--- src/rtl/tls_pkg.sv ---
// rtl/tls_pkg.sv - shared phase encoding, lamp patterns and sizing helper for the intersection controller
package tls_pkg;

   typedef enum logic [1:0] {
      GREEN   = 2'd0,
      YELLOW  = 2'd1,
      ALL_RED = 2'd2,
      FLASH   = 2'd3
   } phase_t;

   // Lamp head ordering is {red, yellow, green}
   localparam logic [2:0] LAMP_RED = 3'b100;
   localparam logic [2:0] LAMP_YEL = 3'b010;
   localparam logic [2:0] LAMP_GRN = 3'b001;
   localparam logic [2:0] LAMP_OFF = 3'b000;

   function automatic int max_of4(input int a, input int b, input int c, input int d);
      int m;
      m = a;
      if (b > m) m = b;
      if (c > m) m = c;
      if (d > m) m = d;
      return m;
   endfunction

endpackage

--- src/rtl/rr_next_sel.sv ---
// rtl/rr_next_sel.sv - round-robin next-requester search starting after the current owner
module rr_next_sel
   import tls_pkg::*;
#(
   parameter int N = 4
) (
   input  logic [N-1:0]         req,
   input  logic [$clog2(N)-1:0] cur,
   output logic [$clog2(N)-1:0] next,
   output logic                 valid
);

   localparam int IW = $clog2(N);

   // Walk distances from farthest to nearest so the nearest requester wins; cur itself is distance N
   always_comb begin
      next  = cur;
      valid = 1'b0;
      for (int k = N; k >= 1; k--) begin
         if (req[(int'(cur) + k) % N]) begin
            next  = IW'((int'(cur) + k) % N);
            valid = 1'b1;
         end
      end
   end

endmodule

--- src/rtl/traffic_light_controller_n.sv ---
// rtl/traffic_light_controller_n.sv - N-approach round-robin signal controller with clearance and flashing mode
module traffic_light_controller_n
   import tls_pkg::*;
#(
   parameter int N_APPROACH = 4,
   parameter int MIN_GREEN  = 4,
   parameter int MAX_GREEN  = 8,
   parameter int YELLOW_T   = 2,
   parameter int ALLRED_T   = 1,
   parameter int FLASH_HALF = 2
) (
   input  logic                              clk,
   input  logic                              reset,
   input  logic [N_APPROACH-1:0]             sensor,
   input  logic                              flash_en,
   output logic [N_APPROACH-1:0][2:0]        lights,
   output logic [$clog2(N_APPROACH)-1:0]     green_idx,
   output phase_t                            phase
);

   localparam int IW = $clog2(N_APPROACH);
   localparam int TW = $clog2(max_of4(MAX_GREEN, YELLOW_T, ALLRED_T, FLASH_HALF) + 1);

   localparam logic [TW-1:0] MIN_LAST = TW'(MIN_GREEN - 1);
   localparam logic [TW-1:0] MAX_LAST = TW'(MAX_GREEN - 1);
   localparam logic [TW-1:0] Y_LAST   = TW'(YELLOW_T - 1);
   localparam logic [TW-1:0] AR_LAST  = TW'(ALLRED_T - 1);
   localparam logic [TW-1:0] FH_LAST  = TW'(FLASH_HALF - 1);

   if (N_APPROACH < 2) begin : g_bad_n
      $error("N_APPROACH must be at least 2");
   end
   if (MIN_GREEN < 1) begin : g_bad_min
      $error("MIN_GREEN must be at least 1");
   end
   if (MAX_GREEN < MIN_GREEN) begin : g_bad_max
      $error("MAX_GREEN must be at least MIN_GREEN");
   end
   if (YELLOW_T < 1 || ALLRED_T < 1 || FLASH_HALF < 1) begin : g_bad_t
      $error("YELLOW_T, ALLRED_T and FLASH_HALF must be at least 1");
   end

   logic [TW-1:0]         timer;
   logic                  flash_phase;
   logic                  from_flash;
   logic [N_APPROACH-1:0] others;
   logic                  other_req;
   logic                  green_exit;
   logic [IW-1:0]         rr_next;
   logic                  rr_valid;

   assign others    = sensor & ~(N_APPROACH'(1) << green_idx);
   assign other_req = |others;

   // Flash request waives minimum green so the intersection can drop into night mode quickly
   assign green_exit = flash_en ||
                       ((timer >= MIN_LAST) && other_req &&
                        (!sensor[green_idx] || (timer == MAX_LAST)));

   rr_next_sel #(.N(N_APPROACH)) u_sel (
      .req   (sensor),
      .cur   (green_idx),
      .next  (rr_next),
      .valid (rr_valid)
   );

   always_ff @(posedge clk) begin
      if (!reset) begin
         phase       <= GREEN;
         green_idx   <= '0;
         timer       <= '0;
         flash_phase <= 1'b0;
         from_flash  <= 1'b0;
      end else begin
         case (phase)
            GREEN: begin
               if (green_exit) begin
                  phase <= YELLOW;
                  timer <= '0;
               end else if (timer != MAX_LAST) begin
                  timer <= timer + 1'b1;
               end
            end
            YELLOW: begin
               if (timer == Y_LAST) begin
                  phase <= ALL_RED;
                  timer <= '0;
               end else begin
                  timer <= timer + 1'b1;
               end
            end
            ALL_RED: begin
               if (timer == AR_LAST) begin
                  timer      <= '0;
                  from_flash <= 1'b0;
                  if (flash_en) begin
                     phase       <= FLASH;
                     flash_phase <= 1'b1;
                  end else begin
                     phase <= GREEN;
                     if (from_flash)
                        green_idx <= '0;
                     else if (rr_valid)
                        green_idx <= rr_next;
                  end
               end else begin
                  timer <= timer + 1'b1;
               end
            end
            FLASH: begin
               if (!flash_en) begin
                  phase      <= ALL_RED;
                  timer      <= '0;
                  from_flash <= 1'b1;
               end else if (timer == FH_LAST) begin
                  timer       <= '0;
                  flash_phase <= ~flash_phase;
               end else begin
                  timer <= timer + 1'b1;
               end
            end
            default: phase <= GREEN;
         endcase
      end
   end

   always_comb begin
      for (int i = 0; i < N_APPROACH; i++) lights[i] = LAMP_RED;
      case (phase)
         GREEN:   lights[green_idx] = LAMP_GRN;
         YELLOW:  lights[green_idx] = LAMP_YEL;
         FLASH: begin
            for (int i = 0; i < N_APPROACH; i++)
               lights[i] = flash_phase ? LAMP_YEL : LAMP_OFF;
         end
         default: ;
      endcase
   end

endmodule

--- config.mk ---
export PLATFORM = sky130hd
export DESIGN_NAME = traffic_light_controller_n
export DESIGN_NICKNAME = d
export VERILOG_FILES = /design/src/rtl/tls_pkg.sv /design/src/rtl/rr_next_sel.sv /design/src/rtl/traffic_light_controller_n.sv
export SDC_FILE = /design/constraint.sdc
export NUM_CORES = 1
export LEC_CHECK = 0
export CORE_MARGIN = 5
export CORE_UTILIZATION = 45
export CTS_CLUSTER_DIAMETER = 40
export DETAILED_ROUTE_END_ITERATION = 8
export PLACE_DENSITY = 0.71
export SLEW_MARGIN = 20
export SYNTH_ARGS = -nofsm -noshare
export SYNTH_HDL_FRONTEND = slang
export SYNTH_SLANG_ARGS = --single-unit
export TNS_END_PERCENT = 30
--- constraint.sdc ---
create_clock -name clk -period 2.45 [get_ports clk]
set_input_delay 0.49 -clock clk [delete_from_list [all_inputs] [get_ports clk]]
set_output_delay 0.49 -clock clk [all_outputs]
set_load 0.01 [all_outputs]
==> run summary <==
initial drt markers = 21
PD cells = 779 nW/um2
max_cap viols = 0
GRT Overall Usage = 16.8%
crit-path max FO = 9
wire length per cell = 15.1 um
worst hold path class = flop to flop
Final HPWL DP = 2090 um
CP max stage delay = 0.57 ns
Mean Syn Cell Area = 8.38 um2
Core Area = 2170 um2
via count = 1,029
Die H = 57.1 um
remaining antenna violation count after routing = 0
Post-Syn Instances = 119
total CTS buffers = 3
largest area contributor in the netlist = dfxtp_1
die width = 57.1 um
M3 GR Usage = 4.52%
critical path type = flop to primary output
worst setup skew after layout = 0.00386 ns
grt met1 use = 20.7%
Hold Buf Count CTS = 0
Clock Latency Late Sink = 0.26 ns
largest net degree at the start of global routing = 17
Max Fclk = 0.429 GHz
period utilization = 95.0%
Initial Util = 46.0%
Post-Layout Cell Count = 174
Clock Path Buffers = 2
drt via density = 5.91
postcts setup bufs = 0
RSZ-0062 raised after global routing = no
number of buffers added on ports = 22
Mapped Nets = 133
area grow syn2layout = 30.9%
vias in the first global route = 1,033
Hold Vio Cnt, Final = 0
DRC viols = 0
critical path buffer and inverter count = 2
crit start category = flop
total negative slack = 0 ns
final WL = 2630 um
sequential-to-total area share from yosys stat = 20.1%
share of layout cells above drive strength 1 = 13.0%
pin slew with the least headroom to its limit = 0.491 ns
main area contributors after synthesis = dfxtp_1, ha_1, a21oi_1
Placement Cell Area = 1270 um2
# H-tree levels = 1
CP endpoint kind = primary output
Worst Hold Depth = 2
met2 usage = 29.9%
Lkg Pwr = 0.442 nW
Seq cells post-synth = 10
initial antenna violation count = 0
clock sink total = 10
Slew headroom = 67.2%
Final GP Congestion = 0.820
slowest CP cell = clkdlybuf4s50_1
Final Max Tran Viols = 0
drt pass-1 iters = 4
synthesized area = 997 um2
area share of the largest cell type after synthesis = 20.1%
first-pass GRT wire length = 4460 um
Root Driver = clkbuf_4
final setup vio count = 0
Tmin final = 2.33 ns
Hold WS = 0.567 ns
Peak VDD IR = 0.477 mV
critical-path cell list = inv_2 > ha_1 > nand2_1 > a21boi_0 > clkdlybuf4s50_1
CTS tree = done
Final #Nets = 161
fin worst setup slack = 0.122 ns
post-synthesis cell type count = 40
Row Count = 17
worst reg-to-reg path cell count = 6
post-route cell area = 1310 um2
IO Pins = 23
Crit path depth = 5
DP Worst Slack = 0.0853 ns
arrival time at the worst endpoint = 1.84 ns
CP top delay family = buffers and inverters
Req. time, crit path = 1.96 ns
Worst-path clk slew = 0.06 ns
status = finished clean
GRT busiest layer = met2
Placed Cells = 170
Synthesis Warnings = 0
GRT overflow = 0
Antenna Cells = 0
area of the die = 3260 um2
path summary, 6_finish.rpt:
| check | from | end | slack (ns) |
|---|---|---|---|
| setup / recovery | green_idx[0] | lights[1] | 0.12 |
| hold / removal | timer[1] | timer[1] | 0.57 |
| setup reg to reg | green_idx[0] | timer[2] | 0.48 |
| hold reg to reg | timer[1] | timer[1] | 0.57 |
worst min-delay path, stage by stage, from the launching register on:
cell and delay, ns:
dfxtp_1 0.34, nand2_1 0.07, o221ai_1 0.10
report_power, final:
part	internal (mW)	switching, mW
Sequential	0.203	0.0863
Clock	0.0901	0.0544
Combinational	0.300	0.282
state kept, by name (all words and copies together) (netlist names):
| signal | cells |
|---|---|
| phase | 2 |
| timer | 4 |
| from_flash | 1 |
| flash_phase | 1 |
| green_idx | 2 |
repair_timing:
| item | CTS | global route |
|---|---|---|
| gates resized for setup | 1 | 2 |
| endpoints found under the setup margin | 2 | 6 |
| pin swaps | 0 | 0 |
stage by stage:
stage / power [mW] / util [%]
5_1_grt: 1.10 / 60.1
3_5_place_dp: 0.871 / 58.4
4_1_cts: 1.02 / 60.0
6_report: 1.02 / 60.1
2_1_floorplan: 0.627 / -
3_3_place_gp: 0.854 / 58.4
layer usage:
layer | up-vias | wire length (um)
li1 | 517 | -
met4 | 0 | 0
met2 | 9 | 1340
met5 | - | 0
met3 | 0 | 51
met1 | 503 | 1230
logic make-up after synthesis:
| family | Yosys count | share of synthesized area, % |
|---|---|---|
| DFF | 10 | 20.1 |
| AOI/OAI and AO/OA | 40 | 29.0 |
| muxes | 7 | 8.91 |
| and+or+nand+nor | 43 | 26.9 |
| xor gates and xnor gates | 2 | 1.76 |
| adders and majority gates | 7 | 8.78 |
| buffers and inverters | 10 | 4.64 |
placed cells by master, fill, tap and decap left out, types with 6 or more instances in the layout:
master and instances:
clkdlybuf4s50_1 22, o21ai_0 6, a21oi_1 9, dfxtp_1 8
ha_1 7, nand2_1 7, and2_1 7
synthesized netlist by cell type:
master	instances
dfxtp_1	10
a21o_2	1
mux2_2	2
and2b_2	1
a21oi_1	9
and3_1	1
inv_1	6
a211oi_1	5
nor4b_4	1
xnor2_1	2
o21ai_0	6
o211ai_1	2
ha_1	7
and2_1	7
buf_2	1
a211o_1	3
nor3_1	2
nand3_1	2
buf_4	2
nand3b_1	1
a21boi_0	4
or4_4	1
mux4_1	1
o221ai_1	4
or4_1	2
o22ai_1	1
nand4bb_1	1
o2111a_1	2
nand4_1	1
nor2b_1	5
mux2i_1	4
or2_1	1
clkbuf_1	1
nand2b_1	2
o41ai_1	1
nor4_1	3
nor2_1	5
a2111oi_0	1
a221oi_2	1
nand2_1	7
final cells by class:
type | count | area, um2
timing repair buffer | 27 | 258
inverter | 6 | 22.5
tap | 28 | 35.0
clock buffer | 4 | 36.3
multi-input combinational | 99 | 751
sequential | 10 | 203
fill | 202 | 865
No activity file was read; power rests on OpenSTA's default activity.
